<file path="src/rtl/adder_pkg.sv">
// Shared types for the 4-bit adder operand path: data width and the packed operand pair.
package adder_pkg;
    localparam int DATA_W = 4;

    typedef struct packed {
        logic [DATA_W-1:0] A;
        logic [DATA_W-1:0] B;
    } op_pair_t;
endpackage

</file>
<file path="src/rtl/sync_fifo.sv">
// Single-clock FIFO with registered count; head entry is visible on rdData (no bypass).
module sync_fifo #(
    parameter int DEPTH = 4,
    parameter int WIDTH = 8
) (
    input  logic             clk,
    input  logic             rst_n,
    input  logic             push,
    input  logic             pop,
    input  logic [WIDTH-1:0] wrData,
    output logic [WIDTH-1:0] rdData,
    output logic             full,
    output logic             empty
);
    localparam int PTR_W = $clog2(DEPTH);
    localparam logic [PTR_W:0] FULL_CNT = (PTR_W+1)'(DEPTH);

    logic [WIDTH-1:0] mem [DEPTH];
    logic [PTR_W-1:0] wrPtr;
    logic [PTR_W-1:0] rdPtr;
    logic [PTR_W:0]   count;
    logic             doPush;
    logic             doPop;

    assign full   = (count == FULL_CNT);
    assign empty  = (count == '0);
    assign doPush = push & ~full;
    assign doPop  = pop & ~empty;
    assign rdData = mem[rdPtr];

    // Storage carries no reset; only the pointers and count define validity.
    always_ff @(posedge clk) begin
        if (doPush) begin
            mem[wrPtr] <= wrData;
        end
    end

    always_ff @(posedge clk or negedge rst_n) begin
        if (!rst_n) begin
            wrPtr <= '0;
            rdPtr <= '0;
            count <= '0;
        end else begin
            if (doPush) begin
                wrPtr <= wrPtr + 1'b1;
            end
            if (doPop) begin
                rdPtr <= rdPtr + 1'b1;
            end
            case ({doPush, doPop})
                2'b10:   count <= count + 1'b1;
                2'b01:   count <= count - 1'b1;
                default: count <= count;
            endcase
        end
    end
endmodule

</file>
<file path="src/rtl/adder_operand_queue.sv">
// Operand FIFO feeding the external top_adder, plus a registered result stream and
// a saturating count of overflowed additions.
module adder_operand_queue
    import adder_pkg::*;
#(
    parameter int DEPTH = 4,
    parameter int CNT_W = 8
) (
    input  logic              clk,
    input  logic              rst_n,
    input  logic              OpValid,
    output logic              OpReady,
    input  logic [DATA_W-1:0] OpA,
    input  logic [DATA_W-1:0] OpB,
    output logic [DATA_W-1:0] InA,
    output logic [DATA_W-1:0] InB,
    input  logic [DATA_W-1:0] OutSum,
    input  logic              overflow,
    output logic              ResValid,
    input  logic              ResReady,
    output logic [DATA_W-1:0] ResSum,
    output logic              ResOvf,
    output logic [CNT_W-1:0]  OvfCount,
    input  logic              CntClr
);
    op_pair_t wrPair;
    op_pair_t headPair;
    logic     fifoFull;
    logic     fifoEmpty;
    logic     push;
    logic     pop;

    assign wrPair  = {OpA, OpB};
    assign OpReady = ~fifoFull;
    assign push    = OpValid & OpReady;
    assign pop     = ~fifoEmpty & (~ResValid | ResReady);

    sync_fifo #(
        .DEPTH (DEPTH),
        .WIDTH (2*DATA_W)
    ) opFifo (
        .clk    (clk),
        .rst_n  (rst_n),
        .push   (push),
        .pop    (pop),
        .wrData (wrPair),
        .rdData (headPair),
        .full   (fifoFull),
        .empty  (fifoEmpty)
    );

    // Stale storage must never reach the adder while the queue is empty.
    assign InA = fifoEmpty ? '0 : headPair.A;
    assign InB = fifoEmpty ? '0 : headPair.B;

    always_ff @(posedge clk or negedge rst_n) begin
        if (!rst_n) begin
            ResValid <= 1'b0;
            ResSum   <= '0;
            ResOvf   <= 1'b0;
        end else if (pop) begin
            ResValid <= 1'b1;
            ResSum   <= OutSum;
            ResOvf   <= overflow;
        end else if (ResValid && ResReady) begin
            ResValid <= 1'b0;
        end
    end

    // Clear wins over a same-cycle increment.
    always_ff @(posedge clk or negedge rst_n) begin
        if (!rst_n) begin
            OvfCount <= '0;
        end else if (CntClr) begin
            OvfCount <= '0;
        end else if (pop && overflow && (OvfCount != '1)) begin
            OvfCount <= OvfCount + 1'b1;
        end
    end
endmodule

</file>
<file path="config.mk">
export PLATFORM = sky130hd
export DESIGN_NAME = adder_operand_queue
export DESIGN_NICKNAME = d
export VERILOG_FILES = /design/src/rtl/adder_pkg.sv /design/src/rtl/sync_fifo.sv /design/src/rtl/adder_operand_queue.sv
export SDC_FILE = /design/constraint.sdc
export NUM_CORES = 1
export LEC_CHECK = 0
export ABC_AREA = 0
export BUFFER_PORTS_ARGS = -buffer_cell sky130_fd_sc_hd__buf_2
export CAP_MARGIN = 20
export CORE_ASPECT_RATIO = 0.9
export CORE_MARGIN = 2
export CORE_UTILIZATION = 59
export DETAILED_ROUTE_END_ITERATION = 8
export HOLD_SLACK_MARGIN = 0.1
export PLACE_DENSITY = 0.9
export SLEW_MARGIN = 30
export SYNTH_ARGS = -nofsm -noshare
export SYNTH_HDL_FRONTEND = slang
export SYNTH_SLANG_ARGS = --single-unit
</file>
<file path="constraint.sdc">
create_clock -name clk -period 3.4 [get_ports clk]
set_input_delay 0.17 -clock clk [delete_from_list [all_inputs] [get_ports clk]]
set_output_delay 0.17 -clock clk [all_outputs]
set_load 0.01 [all_outputs]
</file>
Word level (Yosys, flattened, before mapping)
Memory sizes are Yosys's and may differ from the RTL's. Index checks and enable logic that the tools add are counted.

RAM bits: 32. Register bits: 21. Memories: 1. Bits in latches: 0. Bits in read-only memories: 0.

Mux-type cells: 9. Order comparisons: 0. Bitwise operators: 8. Add/subtract/negate cells: 5. Reduce and logical (&&, ||, !) cells: 7. Div/mod/pow operators: 0. Eq/ne operators: 4. Shift-type cells: 0. Multipliers: 0.

Memory list: opFifo.mem (depth 4, width 8, read ports 1, clocked after memory_dff 0, wr ports 1, RTL line sync_fifo.sv:18) `logic [WIDTH-1:0] mem [DEPTH];`.

Operator list (number): 8-bit 2-to-1 mux (2); 8-bit by 1-bit adder with 8-bit output (second input constant) (1); 4-bit 2-to-1 mux (2); 8-bit inequality test (second input constant) (1); 3-bit one-hot mux with 2 select lines (1); 2-bit nonzero test (3); 2-bit by 1-bit adder with 2-bit output (second input constant) (2); 1-bit AND (4); 1-bit 2-to-1 mux (4); 3-bit by 1-bit adder with 3-bit output (second input constant) (1); 3-bit equality test (second input constant) (1); 1-bit logical AND (3); 3-bit logical NOT (1); 1-bit inverter (3); 3-bit by 1-bit subtractor with 3-bit output (second input constant) (1); 2-bit by 1-bit equality test with 1-bit output (second input constant) (1); 2-bit equality test (second input constant) (1); 1-bit OR (1).

Logic depth before layout (Yosys ltp)
Gate-level depths: netlist (run 1).

Depth after elaboration: 7. Depth in mapped cells: 10. Gate-level depth less buffers: 10.

Hierarchy
From an unflattened synthesis (run 1), not the netlist that was laid out.

Cells, all modules: 156. Area, all modules: 2363.5 um^2.

By module, submodules not included: sync_fifo (cells an instance 79, seq. area each 1136.1 um^2, area each 1592.8 um^2, instances 1); adder_operand_queue (cells an instance 77, seq. area each 350.3 um^2, area each 770.7 um^2, instances 1).

Least setup slack after synthesis (run 1)
Ideal clock, no wire load.

Path kind: register to register. From: reg opFifo.count[0]. To: reg opFifo.count[2]. Path buffers: 0. Clock period less this slack: 1989 ps. Required time: 3321 ps. Slack: 1411 ps. Cell stages (with the launch flop): 11. Library setup time: 79 ps. Data arrival time: 1910 ps. Cells stage by stage: dfrtp_1 inv_1 nand3_1 and2_1 inv_1 ha_1 inv_1 fa_1 xor2_1 nor2_1 xor2_1.

Word-level cells in the longest chain between the ends: 6. Elaborated cells between the ends (all ways): 14. Classes of those cells: add/sub (2); eq/ne (3); mux (1); bitwise (6); reduce/logical (2).

Ends and longest elaborated chain: start, declared (RTL line sync_fifo.sv:21) `logic [PTR_W:0] count;`; start signal, assigned (RTL line sync_fifo.sv:51) `2'b10: count <= count + 1'b1;`; start signal, assigned (RTL line sync_fifo.sv:52) `2'b01: count <= count - 1'b1;`; start signal, assigned (RTL line sync_fifo.sv:53) `default: count <= count;`; 3-bit equality test * (RTL line sync_fifo.sv:25) `assign full = (count == FULL_CNT);`; 1-bit inverter * (RTL line adder_operand_queue.sv:34) `assign OpReady = ~fifoFull;`; net OpReady (RTL line adder_operand_queue.sv:12) `output logic OpReady,`; 1-bit AND (RTL line adder_operand_queue.sv:35) `assign push = OpValid & OpReady;`; 1-bit AND * (RTL line sync_fifo.sv:27) `assign doPush = push & ~full;`; 2-bit by 1-bit equality test with 1-bit output or 2-bit equality test (tied branches) (RTL line sync_fifo.sv:50) `case ({doPush, doPop})`; 3-bit one-hot mux with 2 select lines or 2-bit nonzero test (tied branches).

Mark *: on every way through the listed nets, which the timed path passes. The rest lies on a longest branch. A chain may end at the register's enable or synchronous reset.

Final worst setup path (run 1)
From: reg opFifo.count[0]. To: reg opFifo.count[2].

Word-level cells in the longest chain between the ends: 6. Elaborated cells between the ends (all ways): 14. Classes of those cells: add/sub (2); eq/ne (3); mux (1); bitwise (6); reduce/logical (2).

Ends and longest elaborated chain (RTL line): 3-bit equality test or 3-bit logical NOT (tied branches) (sync_fifo.sv:25, sync_fifo.sv:26); 1-bit inverter, on equally long branches; 1-bit AND, on equally long branches (adder_operand_queue.sv:35, adder_operand_queue.sv:36); 1-bit AND, on equally long branches (sync_fifo.sv:27, sync_fifo.sv:28); 2-bit by 1-bit equality test with 1-bit output or 2-bit equality test (tied branches) (sync_fifo.sv:50); 3-bit one-hot mux with 2 select lines or 2-bit nonzero test (tied branches).

Parallel ways exist; a longest one is shown, timed or not.

==> results of run 1 <==
==> cells in the mapped netlist <==
master    count  share of area
inv_1         8          0.013
ha_1          6          0.032
nor3_1        1         0.0022
nand3_1       4         0.0086
clkbuf_1      1         0.0016
nand2_1       5         0.0081
dfrtp_1      21           0.23
buf_2         3         0.0065
and3_1        4          0.011
nor2b_1      10          0.027
mux2_1        1         0.0049
nand3b_4      1         0.0086
mux4_2        8          0.078
buf_6         1         0.0049
nor4_1        1         0.0027
nor2_2        1         0.0027
fa_1          1         0.0086
o21ai_0       3         0.0065
mux2_2        1         0.0049
and2_1        2         0.0054
buf_1         1         0.0016
or3_1         2         0.0054
mux2i_1       1         0.0043
or4_1         4          0.013
mux2_4        4          0.026
xor2_1        3          0.011
nand4_2       1         0.0054
o41ai_1       2         0.0076
edfxtp_1     32           0.42
a21oi_1       7          0.015
nor2_1        2         0.0032
nand2b_1      1         0.0027
or3b_2        1         0.0038
xnor2_1       3          0.011
o31ai_1       3         0.0097
==> power groups by stage <==
stage	logic, mW	registers (mW)	clock network (mW)
finish	0.706	0.963	0.335
global route	0.786	0.984	0.370
CTS	0.713	0.966	0.344
detailed placement	0.697	0.980	0
global placement	0.657	0.963	0
floorplan	0.519	0.921	0
==> routing by layer <==
metal  vias to the layer above  track usage
met5                         -            0
met4                         0       0.0553
met3                         7       0.0480
met2                        47        0.389
met1                       727        0.280
li1                        668            -
==> what timing repair did <==
| item | 4_1_cts | 5_1_grt |
|---|---|---|
| endpoints found under the setup margin | 0 | 0 |
| hold buffers | 13 | 0 |
| endpoints found under the hold margin | 57 | 0 |
==> path summary, 6_finish.rpt <==
path | startpoint | to | slack (ns) | cells past startpoint
worst max-delay path | opFifo.count[0] | opFifo.count[2] | 1.27 | 10
worst min-delay path | CntClr | OvfCount[4] | 0.13 | 2
worst max register to register | opFifo.count[0] | opFifo.count[2] | 1.27 | 10
worst min register to register | opFifo.count[2] | opFifo.count[2] | 0.51 | 1
max in group asynchronous | rst_n | opFifo.count[0] | 2.74 | 2
min in group asynchronous | rst_n | OvfCount[0] | 0.35 | 2
==> layout by cell type, fill, tap and decap left out, types with 2 or more instances in the layout <==
master and instances:
a21oi_1 7, and2_1 2, and3_1 4, buf_2 40, buf_4 2, clkbuf_8 5
dfrtp_1 21, dlygate4sd3_1 13, edfxtp_1 32, ha_1 6, inv_1 8, mux2_4 4
mux4_2 8, nand2_1 5, nand3_1 4, nor2_1 2, nor2b_1 10, o21ai_0 3
o31ai_1 3, o41ai_1 2, or3_1 2, or4_1 4, xnor2_1 3, xor2_1 3
==> state kept, by name, summed over array words and instances (netlist names) <==
| signal | count |
|---|---|
| opFifo.rdPtr | 2 |
| ResOvf | 1 |
| opFifo.wrPtr | 2 |
| opFifo.count | 3 |
| opFifo.mem | 32 |
| ResValid | 1 |
| OvfCount | 8 |
| ResSum | 4 |
==> cell type report <==
class,count,share of cell area
Sequential cell,53,0.537
Multi-Input combinational cell,83,0.276
Timing Repair Buffer,55,0.125
Clock buffer,5,0.0248
Tap cell,46,0.0208
Inverter,8,0.0108
Clock inverter,3,0.00632
==> worst max-delay path, stage by stage, from the launching register on <==
cell and delay [ns]:
dfrtp_1 0.42, inv_1 0.11, nand3_1 0.18, and2_1 0.25, inv_1 0.06, ha_1 0.17
inv_1 0.06, fa_1 0.38, xor2_1 0.16, nor2_1 0.11, xor2_1 0.16
==> metrics by stage <==
stage | hold slack [ns] | instances | cell area, um2 | utilization | power [mW]
finish | 0.131 | 253 | 2770 | 0.742 | 2.01
global route | 0.153 | 253 | 2770 | 0.742 | 2.14
CTS | 0.120 | 253 | 2770 | 0.742 | 2.02
detailed placement | 0.152 | 232 | 2550 | 0.684 | 1.68
global placement | 0.138 | 232 | 2550 | 0.684 | 1.62
floorplan | -0.126 | 150 | 2310 | - | 1.44
==> cell families (layout without fill, tap and decap cells) <==
kind of cell,count (synthesis),count (layout),share of synthesized area
XOR/XNOR,6,6,0.0227
buffers and inverters,14,71,0.0276
AND/OR/NAND/NOR,40,40,0.110
adder cells (fa/ha/maj),7,7,0.0411
multiplexers,15,15,0.118
flip-flops,53,53,0.642
AO/OA/AOI/OAI,15,15,0.0389
==> flow_summary.ini, run 1 <==
[floorplan]
start_util = 0.620
rows = 21
coreArea_mm2 = 0.00373
dieArea_mm2 = 0.00444
die_h_um = 63.4
ioPinCount = 41
die_x_um = 70.0

[cts]
clkSinkCount = 53
clkTransAtPathRegs_ns = 0.09
cts_buffer_depth = 2
cts_buffers = 5
cts_setup_buffers = 0
clk_latency_ns = 0.30
ctsResizeCount = 0
cts_tree = built
root_buffer = clkbuf_8
htreeDepth = 2

[run]
cap_violations = 0

[route]
drc = 0
routed_via_density = 5.73
drt_wl_total_um = 4400
routedWlPerCell_um = 17.4
vias = 1449
antenna_left = 0
dr_wl_met3_um = 227
dr.pass1.iters = 4
wl_met1_um = 1720
drt_iter0_drc = 152
met2WireLength_um = 2400
routed.top_layer = met4

[power]
power_density_mw_per_mm2 = 724
ir_drop_v = 0.000440
power_frac_comb = 0.352
power_switching_uw = 651
sw_frac_of_total = 0.325
p_seq_frac = 0.481
p_leak_nw = 1.15
p_int_mw = 1.35
clockPowerShare = 0.167

[placement]
gp_congestion = 0.818
place_hpwl_um = 3030
port_buffers = 40
place_ws_ns = 1.29

[finish]
multiInputGateArea_um2 = 764
nets = 231
diodes = 0
drive_gt1_frac = 0.319
synthToLayoutAreaGrowth_pct = 19.7
regArea_mm2 = 0.00149
n_fill_cell = 241

[worst_setup_path]
cp.required_ns = 3.62
cp_max_fo = 6
startpoint_type = flip-flop
arrival_ns = 2.35
crit_type = flip-flop to flip-flop
end_kind = flip-flop

[sta]
fmax_mhz = 470
hold_viol_final = 0
tns_ns = 0
fin_crit_ns = 2.13
finalSetupViolCount = 0
relSlewSlack = 0.617
slew_violations = 0
period_share = 0.625
worstMarginPinSlew_ns = 0.574
fin_ws_ns = 1.27
rsz0062_at_grt = false
fin_skew_ns = 0.00955

[global_route]
grt_pass1_wl_um = 7420
grt_remaining_overflow = 0
grt_pass1_vias = 1497
antenna_found_initial = 0
grt_start_max_net_pins = 22
grt_usage = 0.221

[synth]
yosys_warnings = 0
syn_inst = 150
synth_cell_types = 35
syn_area_mm2 = 0.00231
ys_seq_elements = 53
yosysSeqAreaShare = 0.642
postSynthAreaPerCell_um2 = 15.4
synthesis.nets = 175

[worst_hold_path]
hp-class = input port to flip-flop

[outcome]
status = finished clean
No activity file was read; power rests on OpenSTA's default activity.
==> run 2, diff against run 1 <==
Settings changed: ABC_AREA 0 to 1, CORE_UTILIZATION 59 to 50, PLACE_DENSITY 0.9 to 0.81.
Clock period 3.4 ns to 1.78 ns, I/O delays scaled along.
==> run 2 against run 1 <==
Net effect: the run now ends with setup timing left; via count rose by 24%; die area rose by 21%; synthesized cell count rose by 55%; non-clock buffer count rose by 9; worst setup slack got worse by 1.3 ns; synthesized area rose by 3.6%; clock power rose by 140%; global-route usage fell by 3.4 points; register-to-register slack got worse by 1.3 ns.
==> flow_summary.ini, run 2 <==
[outcome]
status = finished, violations left
violations = setup timing

[synth]
synth_cell_types = 25
synth_area_leaders = edfxtp_1 40%, dfrtp_1 22%, nor2_1 7.4%
ys_seq_elements = 53
syn_inst = 232
synthArstFlopShare = 0.396
synthMuxAreaShare = 0
synth_xor_area_frac = 0.0219
synth-simple-area-share = 0.205
postSynthAreaPerCell_um2 = 10.3
yosysSeqAreaShare = 0.620
synthAdderAreaFrac = 0.0396
yosys_warnings = 0
synth_common_cells = 47 x nor2_1, 32 x edfxtp_1, 32 x nand2_1
yosysMostFrequentCell = nor2_1
synth_top_family_by_area = simple AND/OR/NAND/NOR gates
synth_edf_count = 32
syn_area_mm2 = 0.00240
synth_top_area_share = 0.401
yosys.area.top_type = edfxtp_1
synth_compound_area_frac = 0.0678
synthesis.nets = 257
ys.flop_type = edfxtp_1

[finish]
regMostFlops = opFifo.mem
n_fill_cell = 365
final_cells = 361
finish.utilization = 0.667
nets = 323
final_common_cell = nor2_1
reg_top3 = opFifo.mem x32, OvfCount x8, ResSum x4
regArea_mm2 = 0.00149
diodes = 0
synthToLayoutAreaGrowth_pct = 26.5
drive_gt1_frac = 0.274
largest_reg_flops = 32
multiInputGateArea_um2 = 846
mostFrequentLayoutCells = 43 x nor2_1, 40 x buf_2, 32 x edfxtp_1, 30 x nand2_1, 20 x dfrtp_1

[worst_setup_path]
arrival_ns = 2.02
cp.required_ns = 1.98
end_kind = flip-flop
cp_top_family = adder cells
max_stage_delay_ns = 0.43
cp_max_fo = 3
crit_type = flip-flop to flip-flop
startpoint_type = flip-flop
critical_path.n_buffers_inverters = 1
slowest_stage = dfrtp_1
cp_cell_sequence = nor2_4 > nand2_2 > nand2_4 > ha_4 > inv_4 > fa_2 > a21oi_2 > o21ai_1 > xor2_1

[global_route]
grt_remaining_overflow = 0
use_met3 = 0.0469
grt_usage = 0.187
grt_pass1_wl_um = 7750
antenna_found_initial = 0
grt_pass1_vias = 1710
grt_use_met2 = 0.314
use_met1 = 0.241
grt_busiest_layer = met2
grt_start_max_net_pins = 22

[cts]
clkTransAtPathRegs_ns = 0.10
htreeDepth = 2
clk_latency_ns = 0.31
cts_tree = built
clkSinkCount = 53
cts_buffers = 5
root_buffer = clkbuf_8
cts_buffer_depth = 2

[sta]
fin_skew_ns = 0.0144
fmax_mhz = 547
relSlewSlack = 0.474
worstMarginPinSlew_ns = 0.786
period_share = 1.03
fin_crit_ns = 1.83
fin_ws_ns = -0.0470
rsz0062_at_grt = true
finalSetupViolCount = 1
hold_viol_final = 0
slew_violations = 0

[floorplan]
die_x_um = 77.0
ioPinCount = 41
die_h_um = 69.7
dieArea_mm2 = 0.00537
rows = 23
coreArea_mm2 = 0.00455
start_util = 0.528

[placement]
port_buffers = 40
gp_congestion = 0.788
place_hpwl_um = 3120
placed_cells = 334

[route]
routed_via_density = 4.96
antenna_left = 0
drc = 0
drt_wl_total_um = 4890
vias = 1791
dr.pass1.iters = 4
routedWlPerCell_um = 13.6
drt_iter0_drc = 140

[worst_hold_path]
hp-class = input port to flip-flop

[power]
power_density_mw_per_mm2 = 1460
ir_drop_v = 0.000757
p_leak_nw = 1.32

[run]
cap_violations = 0
run 2: changes by cell type in the layout (fill, tap and decap cells not counted), sizes merged, moves of 10 or more:
cell	delta
inv	+12
nand2	+32
nand3	+15
nor2	+47
nor2b	-10
o21ai	+16
run 2: final timing paths:
kind,start,endpoint,slack (ns),cells after the start
min in group asynchronous,rst_n,OvfCount[0],0.26,2
worst min-delay path,OpValid,opFifo.count[1],0.23,4
worst min register to register,ResSum[2],ResSum[2],0.49,2
worst max-delay path,opFifo.count[0],opFifo.count[2],-0.05,9
max in group asynchronous,rst_n,opFifo.rdPtr[0],1.16,2
worst max register to register,opFifo.count[0],opFifo.count[2],-0.05,9
run 2: stage by stage:
stage / hold slack [ns] / setup TNS (ns) / cell area [um2] / power (mW) / setup WS, ns
global placement: 0.0703 / 0 / 2700 / 3.35 / 0.0485
CTS: 0.183 / -0.0141 / 2980 / 4.26 / -0.0141
detailed placement: 0.0765 / -0.0256 / 2700 / 3.42 / -0.0134
global route: 0.232 / -0.290 / 3030 / 4.73 / -0.120
finish: 0.226 / -0.0470 / 3030 / 4.42 / -0.0470
floorplan: -0.207 / 0 / 2410 / 2.86 / 0.0231
run 2: where the power goes:
group          switching (mW)  internal, mW
clock network           0.396         0.421
logic                    1.08         0.721
registers               0.178          1.62
total                    1.65          2.76
run 2: tightest hold or removal path, stage by stage:
cell and delay [ns]:
buf_2 0.12, nand2_4 0.08, ha_4 0.15, o21ai_1 0.06
run 2: cells by family after synthesis:
| family | count (synthesis) |
|---|---|
| flip-flops | 53 |
| AO/OA/AOI/OAI | 32 |
| adder cells (fa/ha/maj) | 7 |
| buffers and inverters | 26 |
| AND/OR/NAND/NOR | 108 |
| XOR/XNOR | 6 |
run 2: final cells by class:
type | instances | area share
clock buffers | 5 | 0.0227
multi-input cells | 153 | 0.279
clock inverters | 3 | 0.0153
flip-flops and latches | 53 | 0.490
well taps | 62 | 0.0256
repair buffers | 64 | 0.139
inverters | 21 | 0.0289
run 2: timing repair:
| action | CTS | global route |
|---|---|---|
| pin swaps | 1 | 5 |
| hold buffers | 16 | 0 |
| endpoints found under the hold margin | 61 | 0 |
| setup endpoints to repair | 5 | 35 |
| gates resized for setup | 2 | 13 |
| buffers inserted | 0 | 3 |
run 2: metal layers:
| metal | share of wire | vias up |
|---|---|---|
| li1 | - | 894 |
| met1 | 0.42 | 846 |
| met2 | 0.53 | 47 |
| met3 | 0.050 | 4 |
| met4 | 0.0069 | 0 |
| met5 | 0 | - |
